<file path="src/rtl/sram_io_pkg.sv">
// Shared definitions for the serial burst SRAM controller: FSM state encoding,
// command frame layout helpers and the parity helper.
package sram_io_pkg;

  typedef enum logic [2:0] {
    ST_IDLE = 3'd0,
    ST_CMD  = 3'd1,
    ST_WDAT = 3'd2,
    ST_WMEM = 3'd3,
    ST_RMEM = 3'd4,
    ST_RCAP = 3'd5,
    ST_RDAT = 3'd6,
    ST_DONE = 3'd7
  } state_t;

  // Opcode position inside the command frame (first serial bit).
  localparam int WR_BIT = 0;

  // Command frame = WR + start address + burst length.
  function automatic int cmd_w(input int addr_w, input int len_w);
    return 1 + addr_w + len_w;
  endfunction

  // Even parity: the returned bit makes the total count of ones even.
  function automatic logic even_par(input logic [63:0] v);
    return ^v;
  endfunction

endpackage

</file>
<file path="src/rtl/sram_io_shreg.sv">
// Right-shifting register with parallel load. Serial data enters at the MSB
// and leaves at bit 0. The look-ahead value lets the controller act on a
// frame in the same cycle its last bit arrives.
module sram_io_shreg #(
  parameter int W = 8
) (
  input  logic         CLK,
  input  logic         BGN,
  input  logic         ld,
  input  logic [W-1:0] ld_val,
  input  logic         sh_en,
  input  logic         si,
  output logic         so,
  output logic [W-1:0] q_nxt
);

  logic [W-1:0] q;

  // Parallel load takes priority over shifting.
  always_comb begin
    q_nxt = q;
    if (ld) begin
      q_nxt = ld_val;
    end else if (sh_en) begin
      q_nxt = {si, q[W-1:1]};
    end
  end

  // Register stage.
  always_ff @(posedge CLK or negedge BGN) begin
    if (!BGN) begin
      q <= '0;
    end else begin
      q <= q_nxt;
    end
  end

  assign so = q[0];

endmodule

</file>
<file path="src/rtl/sram_burst_io_ctrl.sv">
// Serial-command burst controller for a single-port SRAM.
// A serial frame (WR, start address, LEN) selects a burst of LEN+1 word
// writes or reads; the address auto-increments and wraps.
// Optional build macro: SRAM_IO_PARITY_EN adds an even-parity bit after each
// serial data word in both directions and a sticky ERR flag.
//
// state | meaning
// IDLE  | waiting for LOAD_N low
// CMD   | shifting in the command frame
// WDAT  | shifting in one write word (plus parity bit)
// WMEM  | single SRAM write access
// RMEM  | single SRAM read access
// RCAP  | capture PI into the shift register
// RDAT  | shifting out one read word (plus parity bit)
// DONE  | end-of-burst pulse
module sram_burst_io_ctrl
  import sram_io_pkg::*;
#(
  parameter int DATA_W = 8,
  parameter int ADDR_W = 9,
  parameter int LEN_W  = 4
) (
  input  logic              CLK,
  input  logic              BGN,
  input  logic              LOAD_N,
  input  logic              SI,
  input  logic [DATA_W-1:0] PI,
  output logic              SO,
  output logic              SO_VLD,
  output logic              BUSY,
  output logic              DONE,
  output logic              ERR,
  output logic              CEN,
  output logic              WEN,
  output logic [ADDR_W-1:0] A,
  output logic [DATA_W-1:0] PO
);

`ifdef SRAM_IO_PARITY_EN
  localparam int PAR_BITS = 1;
`else
  localparam int PAR_BITS = 0;
`endif
  localparam int CMD_W = cmd_w(ADDR_W, LEN_W);
  // serial bits per data word
  localparam int BPW   = DATA_W + PAR_BITS;
  // one register serves both the command frame and the data words
  localparam int SH_W  = (CMD_W > BPW) ? CMD_W : BPW;
  localparam int CNT_W = $clog2(SH_W);

  state_t            state_q, state_d;
  logic [CNT_W-1:0]  cnt_q, cnt_d;
  logic [ADDR_W-1:0] addr_q, addr_d;
  logic [LEN_W-1:0]  left_q, left_d;
  logic              err_q, err_d;

  logic              cen_d, wen_d, so_vld_d, busy_d, done_d;
  logic [ADDR_W-1:0] a_d;
  logic [DATA_W-1:0] po_d;

  logic              sh_ld, sh_en;
  logic [SH_W-1:0]   sh_ld_val, sh_nxt;
  logic [CMD_W-1:0]  frame;
  logic [BPW-1:0]    wframe;
  logic [DATA_W-1:0] wword;

  // Frames are left-aligned once their last bit has been shifted in.
  assign frame  = sh_nxt[SH_W-1 -: CMD_W];
  assign wframe = sh_nxt[SH_W-1 -: BPW];
  assign wword  = wframe[DATA_W-1:0];

`ifdef SRAM_IO_PARITY_EN
  assign sh_ld_val = SH_W'({even_par(64'(PI)), PI});
`else
  assign sh_ld_val = SH_W'(PI);
`endif

  sram_io_shreg #(
    .W(SH_W)
  ) u_shreg (
    .CLK    (CLK),
    .BGN    (BGN),
    .ld     (sh_ld),
    .ld_val (sh_ld_val),
    .sh_en  (sh_en),
    .si     (SI),
    .so     (SO),
    .q_nxt  (sh_nxt)
  );

  // Next-state logic, bit/word down-counters and address stepping.
  always_comb begin
    state_d = state_q;
    cnt_d   = cnt_q;
    addr_d  = addr_q;
    left_d  = left_q;
    err_d   = err_q;
    sh_ld   = 1'b0;
    sh_en   = 1'b0;
    unique case (state_q)
      ST_IDLE: begin
        if (!LOAD_N) begin
          state_d = ST_CMD;
          cnt_d   = CNT_W'(CMD_W - 1);
          err_d   = 1'b0;
        end
      end
      ST_CMD: begin
        sh_en = 1'b1;
        if (cnt_q == '0) begin
          addr_d = frame[ADDR_W:1];
          left_d = frame[CMD_W-1 -: LEN_W];
          if (frame[WR_BIT]) begin
            state_d = ST_WDAT;
            cnt_d   = CNT_W'(BPW - 1);
          end else begin
            state_d = ST_RMEM;
          end
        end else begin
          cnt_d = cnt_q - CNT_W'(1);
        end
      end
      ST_WDAT: begin
        sh_en = 1'b1;
        if (cnt_q == '0) begin
`ifdef SRAM_IO_PARITY_EN
          // a corrupted word is dropped and the burst is abandoned
          if (even_par(64'(wword)) != wframe[DATA_W]) begin
            err_d   = 1'b1;
            state_d = ST_DONE;
          end else begin
            state_d = ST_WMEM;
          end
`else
          state_d = ST_WMEM;
`endif
        end else begin
          cnt_d = cnt_q - CNT_W'(1);
        end
      end
      ST_WMEM: begin
        addr_d = addr_q + ADDR_W'(1);
        if (left_q == '0) begin
          state_d = ST_DONE;
        end else begin
          left_d  = left_q - LEN_W'(1);
          state_d = ST_WDAT;
          cnt_d   = CNT_W'(BPW - 1);
        end
      end
      ST_RMEM: begin
        state_d = ST_RCAP;
      end
      ST_RCAP: begin
        sh_ld   = 1'b1;
        addr_d  = addr_q + ADDR_W'(1);
        state_d = ST_RDAT;
        cnt_d   = CNT_W'(BPW - 1);
      end
      ST_RDAT: begin
        sh_en = 1'b1;
        if (cnt_q == '0) begin
          if (left_q == '0) begin
            state_d = ST_DONE;
          end else begin
            left_d  = left_q - LEN_W'(1);
            state_d = ST_RMEM;
          end
        end else begin
          cnt_d = cnt_q - CNT_W'(1);
        end
      end
      ST_DONE: begin
        state_d = ST_IDLE;
      end
      default: begin
        state_d = ST_IDLE;
      end
    endcase
  end

  // Output values decoded from the upcoming state so the pins are registered.
  always_comb begin
    cen_d    = !((state_d == ST_WMEM) || (state_d == ST_RMEM));
    wen_d    = (state_d != ST_WMEM);
    a_d      = cen_d ? '0 : addr_d;
    po_d     = (state_d == ST_WMEM) ? wword : '0;
    so_vld_d = (state_d == ST_RDAT);
    busy_d   = (state_d != ST_IDLE);
    done_d   = (state_d == ST_DONE);
  end

  // State, counters and registered outputs.
  always_ff @(posedge CLK or negedge BGN) begin
    if (!BGN) begin
      state_q <= ST_IDLE;
      cnt_q   <= '0;
      addr_q  <= '0;
      left_q  <= '0;
      err_q   <= 1'b0;
      CEN     <= 1'b1;
      WEN     <= 1'b1;
      A       <= '0;
      PO      <= '0;
      SO_VLD  <= 1'b0;
      BUSY    <= 1'b0;
      DONE    <= 1'b0;
    end else begin
      state_q <= state_d;
      cnt_q   <= cnt_d;
      addr_q  <= addr_d;
      left_q  <= left_d;
      err_q   <= err_d;
      CEN     <= cen_d;
      WEN     <= wen_d;
      A       <= a_d;
      PO      <= po_d;
      SO_VLD  <= so_vld_d;
      BUSY    <= busy_d;
      DONE    <= done_d;
    end
  end

  assign ERR = err_q;

endmodule

</file>
<file path="config.mk">
export PLATFORM = sky130hd
export DESIGN_NAME = sram_burst_io_ctrl
export DESIGN_NICKNAME = d
export VERILOG_FILES = /design/src/rtl/sram_io_pkg.sv /design/src/rtl/sram_io_shreg.sv /design/src/rtl/sram_burst_io_ctrl.sv
export SDC_FILE = /design/constraint.sdc
export NUM_CORES = 1
export LEC_CHECK = 0
export CAP_MARGIN = 10
export CORE_UTILIZATION = 55
export CTS_CLUSTER_SIZE = 10
export DETAILED_ROUTE_END_ITERATION = 8
export PLACE_DENSITY = 0.79
export SYNTH_ARGS = -nofsm -noshare
export SYNTH_HDL_FRONTEND = slang
export SYNTH_HIERARCHICAL = 1
export SYNTH_SLANG_ARGS = --single-unit
export TNS_END_PERCENT = 10
</file>
<file path="constraint.sdc">
create_clock -name CLK -period 3.35 [get_ports CLK]
set_input_delay 1.005 -clock CLK [delete_from_list [all_inputs] [get_ports CLK]]
set_output_delay 1.005 -clock CLK [all_outputs]
set_load 0.02 [all_outputs]
</file>
-- Yosys cells after proc, flatten, opt, wreduce, memory -nomap -nowiden
Index checks and enable logic that the tools add are counted.
- multiplexer cells: 26
- eq/ne operators: 18
- $add $sub $neg: 3
- reduce and logical (&&, ||, !) cells: 13
- operators by type and width (cell ; count):
    $mux 4 ; 8
    $mux 14 ; 2
    $pmux 3 s8 ; 1
    $eq 3x3->1 const B ; 7
    $pmux 4 s5 ; 1
    $mux 3 ; 6
    $mux 9 ; 2
    $pmux 9 s2 ; 1
    $pmux 4 s3 ; 1
    $ne 2x2->1 const B ; 5
    $add 9x1->9 const B ; 1
    $eq 3x2->1 const B ; 3
    $logic_not 4->1 ; 2
    $mux 8 ; 1
    $sub 4x1->4 const B ; 2
    $ne 3x2->1 const B ; 2
    $reduce_bool 3->1 ; 2
    $reduce_and 5->1 ; 1
    $reduce_bool 5->1 ; 1
    $reduce_or 2->1 ; 2
    $eq 3x1->1 const B ; 1
    $logic_not 3->1 ; 1
    $reduce_and 3->1 ; 1
    $reduce_or 3->1 ; 1
    4 further kinds ; 5
- output and inout port bits: 24
- bits of input ports: 12
- flip-flop bits (word level): 56
- word-level logic and storage cells: 72

-- Longest topological paths before layout
Gate-level depths: netlist (run 1).
- depth in word-level cells: 11
- depth in mapped cells: 12
- mapped depth without buffers: 9

-- Hierarchy
The synthesis (run 1) kept the hierarchy.
- by module, submodules not included (module ; area an instance (um^2) ; cells an instance ; sequential area each (um^2) ; instances):
    sram_burst_io_ctrl ; 2154.6 ; 201 ; 1053.5 ; 1
    sram_io_shreg ; 659.4 ; 61 ; 350.3 ; 1

-- Worst setup path before layout (run 1)
Ideal clock, no wire load.
- path kind: register to register
- from: register state_q[2]
- to: register A[0]
- setup time: 0.128 ns
- period minus slack after synthesis: 2.462 ns
- path slack: 0.888 ns
- arrival: 2.334 ns
- cell stages (with the launch flop): 13
- data required time: 3.222 ns
- path buffers: 3
- cell sequence: dfrtp_1 buf_2 inv_1 nor2_1 buf_2 buf_2 nand2_1 o21ai_0 inv_1 nor3_1 nor4_4 a31oi_4 nor2b_1
- elaborated cells on any way between the ends: 26
- classes of those cells: 9 x eq/ne; 13 x mux; 4 x reduce/logical
- RTL lines (item ; RTL line ; text):
    start: declaration ; sram_burst_io_ctrl.sv:51 ; state_t state_q, state_d;
    start signal: assignment ; sram_burst_io_ctrl.sv:209 ; state_q <= state_d;
    $eq 3x3->1 (*) ; sram_burst_io_ctrl.sv:100 ; unique case (state_q)
    $mux 1 (*) ; sram_burst_io_ctrl.sv:100 ;
    named net sh_ld ; sram_burst_io_ctrl.sv:61 ; logic sh_ld, sh_en;
    $mux 14 (*) ; sram_io_shreg.sv:22 ; if (ld) begin
    named net frame[0] ; sram_burst_io_ctrl.sv:63 ; logic [CMD_W-1:0] frame;
    $mux 3 (*) ; sram_burst_io_ctrl.sv:113 ; if (frame[WR_BIT]) begin
    $mux 3 (*) ; sram_burst_io_ctrl.sv:110 ; if (cnt_q == '0) begin
    $pmux 3 s8 (*) ; sram_burst_io_ctrl.sv:100 ;
    $eq 3x2->1 or $eq 3x3->1 (tied branches) ; sram_burst_io_ctrl.sv:184 ; cen_d = !((state_d == ST_WMEM) || (state_d == ST_RMEM));
    $logic_or 1x1->1 (*) ; sram_burst_io_ctrl.sv:184 ;
    $mux 9 (*) ; sram_burst_io_ctrl.sv:186 ; a_d = cen_d ? '0 : addr_d;
    named net a_d[0] ; sram_burst_io_ctrl.sv:58 ; logic [ADDR_W-1:0] a_d;
    end signal: assignment ; sram_burst_io_ctrl.sv:203 ; A <= '0;
    end signal: assignment ; sram_burst_io_ctrl.sv:216 ; A <= a_d;
    end: declaration ; sram_burst_io_ctrl.sv:35 ; output logic [ADDR_W-1:0] A,
The timed path passes the listed nets; every way through them passes the cells marked *.
A chain may end at the register's enable or synchronous reset.

-- Final worst setup path (run 1)
- from: register state_q[0]
- to: register A[1]
- word-level cells in the longest chain between the ends: 11
- elaborated cells on any way between the ends: 26
- classes of those cells: 9 x eq/ne; 13 x mux; 4 x reduce/logical
- RTL lines (item ; RTL line ; text):
    $eq 3x3->1 (tied with other cells) ; sram_burst_io_ctrl.sv:100 ;
    $reduce_or 3->1 (no source line) (*) ; n/a ;
    $mux 1 (*) ; sram_burst_io_ctrl.sv:100 ;
    named net sh_en ; sram_burst_io_ctrl.sv:61 ;
    $mux 14 (*) ; sram_io_shreg.sv:24 ; end else if (sh_en) begin
    $mux 14 (*) ; sram_io_shreg.sv:22 ;
    named net frame[0] ; sram_burst_io_ctrl.sv:63 ;
    $mux 3 (*) ; sram_burst_io_ctrl.sv:113 ;
    $mux 3 (*) ; sram_burst_io_ctrl.sv:110 ;
    $pmux 3 s8 (*) ; sram_burst_io_ctrl.sv:100 ;
    $eq 3x2->1 or $eq 3x3->1 (tied branches) ; sram_burst_io_ctrl.sv:184 ;
    $logic_or 1x1->1 (*) ; sram_burst_io_ctrl.sv:184 ;
    $mux 9 (*) ; sram_burst_io_ctrl.sv:186 ;
    named net a_d[1] ; sram_burst_io_ctrl.sv:58 ;
Marked as above.

==> metrics.cfg, run 1 <==
[run_status]
status = finished clean

[sta]
fmax_ghz = 0.3521
rsz0062_at_grt = false
setup_tns_ns = 0
hold_viol = 0
final-max-slew-violation-count = 0
slew_headroom = 0.5044
finalWorstPathRequiredPeriod_ns = 2.840
layout_setup_ws_ns = 0.5102
min_period_over_period = 0.8477
finalSetupViolCount = 0
clock_skew_ns = 0.008924
tightest_slew_ns = 0.7394

[placed_design]
detailedPlace.worstSlack_ns = 0.5017
dp_cells = 362
dp_hpwl_um = 3825
io_buffer_count = 34
gp_congestion = 0.8630

[finish]
mostFrequentLayoutCells = dfrtp_1 (54), nand2_1 (33), clkdlybuf4s50_1 (33)
multi_input_area_sq_um = 1301
seq_area_sq_um = 1404
nNetsFinal = 318
antenna_cells = 0
fill_cells = 387
drive_gt1_frac = 0.1188
area_growth_pct = 16.99
layout.cells.non_filler = 370
final_common_cell = dfrtp_1

[critical_path]
crit_required_ns = 3.55
startpoint_type = flip-flop
cp_data_arrival_time_ns = 3.04
cp-end-kind = flip-flop
cp_slowest_cell = dfrtp_1
slowest_delay_ns = 0.68
path_class = flip-flop to flip-flop
worstPathCellList = or3b_4 -> nand2_1 -> mux2i_1 -> o21ai_0 -> inv_1 -> nor3_1 -> nor4_4 -> a31oi_4 -> nor2b_1
crit_fanout = 17
critPathTopFamily = simple AND/OR/NAND/NOR gates
path_buf_inv = 1

[logic_synthesis]
netlist_area_sq_um = 2814
avgSynthCellArea_sq_um = 10.74
yosysWarnings = 6
syn_inst = 262
synth_cell_type_count = 60
ys.flop_type = dfrtp_1
synthArstFlopShare = 1.000
ys_seq_area_frac = 0.4989
synth_seq_cells = 56
synth-edff-count = 0

[hold_path]
hp-class = flip-flop to flip-flop

[grt]
grt-ovfl-total = 0
grt_use_total = 0.2239
grt_start_max_net_pins = 57
antenna_found_initial = 0
grt_first_pass_wirelength_um = 9052
grt_pass1_vias = 1867

[clocking]
root_buffer = clkbuf_8
clockBufferDepth = 2
post_cts.repair.setup_buffers = 0
cts_sinks = 56
ctsResizeCount = 0
cts.clk_slew.worst_paths_ns = 0.11
h-tree-depth = 2
tritoncts = built
cts_made_buffers = 5
cts_hold_buf = 0
clk_latency_ns = 0.32

[power]
ir_worst_vdd_v = 0.0001917
p_leak_nw = 1.455
powerDensity_nw_per_um2 = 339.6

[job]
maxCapViolations = 0

[detailed_routing]
drcViolationCount = 0
wl_um = 5455
routedLengthMet1_um = 2658
topRoutingLayerUsed = met4
wl_met2_um = 2501
dr.pass1.iters = 4
via_per_inst = 5.408
wl_met3_um = 211
drtAntennaViolNets = 0
drt_iter0_markers = 126
vias = 2001
wl_per_cell_um = 14.74

[floorplan]
initial_utilization = 0.5842
die_h_um = 73.53
die_w_um = 73.53
dieArea_sq_um = 5407
num_rows = 25
io_pins = 36
core_area_sq_um = 4817

==> registers in the layout (all words and copies together), names as in the netlist <==
| register | cells |
|---|---|
| state_q | 3 |
| PO | 8 |
| SO_VLD | 1 |
| WEN | 1 |
| DONE | 1 |
| left_q | 4 |
| addr_q | 9 |
| BUSY | 1 |
| cnt_q | 4 |
| u_shreg/q | 14 |
| CEN | 1 |
| A | 9 |
==> area by class of cell <==
class,instances,area share
flip-flops and latches,56,0.4265
clock inverters,3,0.008362
repair buffers,37,0.1087
clock buffers,5,0.02090
inverters,13,0.01482
well taps,67,0.02547
multi-input cells,189,0.3953
==> routing by layer <==
| layer | global-route usage | vias up |
|---|---|---|
| met3 | 0.04115 | 7 |
| met4 | 0.08333 | 0 |
| li1 | - | 1009 |
| met1 | 0.3188 | 942 |
| met2 | 0.3425 | 43 |
| met5 | 0 | - |
==> stage by stage <==
stage	hold slack [ns]	area [sq um]	total power [mW]	utilization
after global placement	0.5022	3196	0.7471	0.6634
after floorplan	0.4853	2836	0.7160	-
after CTS	0.5372	3292	1.133	0.6834
after global routing	0.5766	3292	1.163	0.6834
after detailed placement	0.5129	3196	0.7481	0.6634
final	0.5356	3292	1.118	0.6834
==> worst reg2reg max path: stages (launching register included) <==
cell,delay [ns]
dfrtp_1,0.68
or3b_4,0.48
nand2_1,0.11
mux2i_1,0.08
o21ai_0,0.38
inv_1,0.16
nor3_1,0.35
nor4_4,0.09
a31oi_4,0.31
nor2b_1,0.08
==> worst paths after layout <==
kind                       slack (ns)        end  depth (start not counted)        from
min reg2reg                      0.54  left_q[1]                          1   left_q[1]
max reg2reg                      0.51       A[1]                          9  state_q[0]
min in group asynchronous        0.81  left_q[1]                          2         BGN
min                              0.54  left_q[1]                          1   left_q[1]
max                              0.51       A[1]                          9  state_q[0]
max in group asynchronous        2.08  addr_q[5]                          2         BGN
==> cell usage after synthesis (3+ instances only) <==
cell      number  area, sq um
a21oi_1       12        60.06
buf_4          3        22.52
nor3_1         4        20.02
mux2i_1       15        150.1
nand3_1        9        45.04
o21ai_0       12        60.06
and3_1         5        31.28
dfrtp_1       54         1351
ha_1           4        50.05
nor2b_1        4        25.02
nand2_1       33        123.9
nand4_1        4        25.02
nand2b_1       5        31.28
nor3b_1        3        22.52
o211ai_1       3        22.52
o21ai_1       11        55.05
buf_2          4        20.02
inv_1         13        48.80
nor2_1         4        15.01
and2_1         9        56.30
==> cell families (layout without fill, tap and decap cells) <==
family | after synthesis | in the layout | synth area share
multiplexers | 16 | 16 | 0.05736
flip-flops | 56 | 56 | 0.4989
other | 1 | 7 | 0.001333
XOR/XNOR | 2 | 2 | 0.006226
adder cells (fa/ha/maj) | 4 | 4 | 0.01779
buffers and inverters | 23 | 58 | 0.04758
AND/OR/NAND/NOR | 97 | 97 | 0.1996
AO/OA/AOI/OAI | 63 | 63 | 0.1712
==> power by group <==
group	switching [mW]	total, mW	internal (mW)
sequential	0.00453	0.689	0.684
combinational	0.0273	0.0455	0.0181
clock	0.230	0.384	0.154
total	0.262	1.12	0.856
Note: power is estimated with default switching activity, not from simulation.
==> run 2: changes to the inputs <==
Settings changed: CORE_UTILIZATION 55 to 50, PLACE_DENSITY 0.79 to 0.76.
Clock period 3.35 ns to 2.4 ns, I/O delays scaled along.
==> metrics.cfg, run 2 (synthesized netlist as in run 1, its figures left out) <==
[run_status]
status = finished clean  ; unchanged

[finish]
stdcell_area_sq_um = 3425  ; was 3292 sq um
nNetsFinal = 330  ; was 318
fin_util = 0.6498  ; was 0.6834
drive_gt1_frac = 0.1651  ; was 0.1188
area_growth_pct = 21.70  ; was 16.99%
largestRegisters = u_shreg/q (14), A (9), addr_q (9)  ; unchanged
antenna_cells = 0  ; unchanged
largest_reg_flops = 14  ; unchanged
largest-register = u_shreg/q  ; unchanged
final_common_cell = dfrtp_1  ; unchanged
mostFrequentLayoutCells = dfrtp_1 (54), clkdlybuf4s50_1 (33), nand2_1 (32)  ; was dfrtp_1 (54), nand2_1 (33), clkdlybuf4s50_1 (33)

[floorplan]
io_pins = 36  ; unchanged
dieArea_sq_um = 5932  ; was 5407 sq um
num_rows = 26  ; was 25
initial_utilization = 0.5340  ; was 0.5842
core_area_sq_um = 5270  ; was 4817 sq um
die_w_um = 77.02  ; was 73.53 um
die_h_um = 77.02  ; was 73.53 um

[detailed_routing]
vias = 2085  ; was 2001
via_per_inst = 5.416  ; was 5.408
wl_um = 5437  ; was 5455 um
dr.pass1.iters = 4  ; unchanged
drt_iter0_markers = 137  ; was 126
wl_per_cell_um = 14.12  ; was 14.74 um
drtAntennaViolNets = 0  ; unchanged
drcViolationCount = 0  ; unchanged

[grt]
grt_first_pass_wirelength_um = 9791  ; was 9052 um
antenna_found_initial = 0  ; unchanged
grt-ovfl-total = 0  ; unchanged
grt_start_max_net_pins = 27  ; was 57
grt_use_total = 0.2110  ; was 0.2239
grt_pass1_vias = 2003  ; was 1867

[critical_path]
cp_common_cell = inv_1
worstPathCellList = or3b_4 -> nand2_2 -> mux2i_1 -> o21ai_2 -> inv_1 -> nor3_2 -> nor4_4 -> inv_1 -> or3_1  ; was or3b_4 -> nand2_1 -> mux2i_1 -> o21ai_0 -> inv_1 -> nor3_1 -> nor4_4 -> a31oi_4 -> nor2b_1
path_buf_inv = 2  ; was 1
path_class = flip-flop to flip-flop  ; unchanged
crit_fanout = 3  ; was 17
cp_data_arrival_time_ns = 2.45  ; was 3.04 ns
cp-end-kind = flip-flop  ; unchanged
critPathTopFamily = simple AND/OR/NAND/NOR gates  ; unchanged
slowest_delay_ns = 0.41  ; was 0.68 ns
crit_required_ns = 2.59  ; was 3.55 ns
cp_slowest_cell = or3b_4  ; was dfrtp_1
startpoint_type = flip-flop  ; unchanged

[sta]
fmax_ghz = 0.4419  ; was 0.3521 GHz
final-max-slew-violation-count = 0  ; unchanged
finalSetupViolCount = 0  ; unchanged
clock_skew_ns = 0.004795  ; was 0.008924 ns
min_period_over_period = 0.9428  ; was 0.8477
hold_viol = 0  ; unchanged
finalWorstPathRequiredPeriod_ns = 2.263  ; was 2.840 ns

[clocking]
h-tree-depth = 2  ; unchanged
clk_latency_ns = 0.30  ; was 0.32 ns
root_buffer = clkbuf_8  ; unchanged
clockBufferDepth = 2  ; unchanged
cts_sinks = 56  ; unchanged
cts_made_buffers = 5  ; unchanged
tritoncts = built  ; unchanged
cts.clk_slew.worst_paths_ns = 0.10  ; was 0.11 ns

[placed_design]
dp_hpwl_um = 4085  ; was 3825 um
place_area_sq_um = 3279  ; was 3196 sq um
gp_congestion = 0.8747  ; was 0.8630
io_buffer_count = 34  ; unchanged

[power]
p_leak_nw = 1.524  ; was 1.455 nW
powerDensity_nw_per_um2 = 481.3  ; was 339.6 nW/um^2
ir_worst_vdd_v = 0.0003013  ; was 0.0001917 V

[job]
maxCapViolations = 0  ; unchanged

[hold_path]
hp-class = input pin to async pin  ; was flip-flop to flip-flop

## run 2: timing repair
item                                    CTS  global route
resized for setup                         0             5
buffers inserted                          0             2
hold buffers                              0             0
endpoints found under the setup margin    0            15
## run 2: layer usage
| layer | up-vias | wire (um) | share of wire | GRT usage |
|---|---|---|---|---|
| li1 | 1033 | - | - | - |
| met1 | 1001 | 2629 | 0.48 | 0.3027 |
| met2 | 47 | 2519 | 0.46 | 0.3259 |
| met3 | 4 | 234 | 0.043 | 0.03810 |
| met4 | 0 | 55 | 0.010 | 0.06415 |
| met5 | - | 0 | 0 | 0 |
## run 2: power breakdown
group	internal (mW)	leakage (nW)	switching, mW
clock network	0.315	0.0548	0.306
registers	0.955	0.681	0.00689
logic	0.0277	0.789	0.0382
total	1.30	1.52	0.351
## run 2: worst register-to-register path: stages, from the launching register on
cell and delay (ns):
dfrtp_1 0.39, or3b_4 0.42, nand2_2 0.09, mux2i_1 0.22, o21ai_2 0.09, inv_1 0.10
nor3_2 0.06, nor4_4 0.31, inv_1 0.11, or3_1 0.36
## run 2: final cells by class
cell class,instances,area (sq um)
timing repair buffer,49,447.9
inverter,13,48.80
tap,70,87.58
fill,439,1846
clock inverter,3,46.29
sequential,56,1404
clock buffer,5,68.82
multi-input combinational,189,1321
## run 2: final timing paths
check / cells after the start / startpoint / slack (ns) / end
setup / recovery: 9 / state_q[2] / 0.14 / BUSY
hold / removal: 1 / BGN / 0.34 / DONE
setup reg to reg: 9 / state_q[2] / 0.14 / BUSY
hold reg to reg: 1 / left_q[1] / 0.53 / left_q[1]
max in group asynchronous: 2 / BGN / 1.39 / CEN
min in group CLK: 1 / left_q[1] / 0.53 / left_q[1]
## run 2: metrics by stage
step / hold slack [ns] / setup WS, ns / instances / power (mW) / TNS [ns]
finish: 0.3404 / 0.1373 / 385 / 1.648 / 0
global route: 0.3675 / -0.01325 / 385 / 1.720 / -0.01331
CTS: 0.3408 / 0.02092 / 383 / 1.670 / 0
detailed placement: 0.5249 / -0.08966 / 375 / 1.046 / -0.7055
global placement: 0.5026 / -0.03750 / 375 / 1.044 / -0.2145
floorplan: 0.4244 / -0.02981 / 268 / 0.9996 / -0.05613
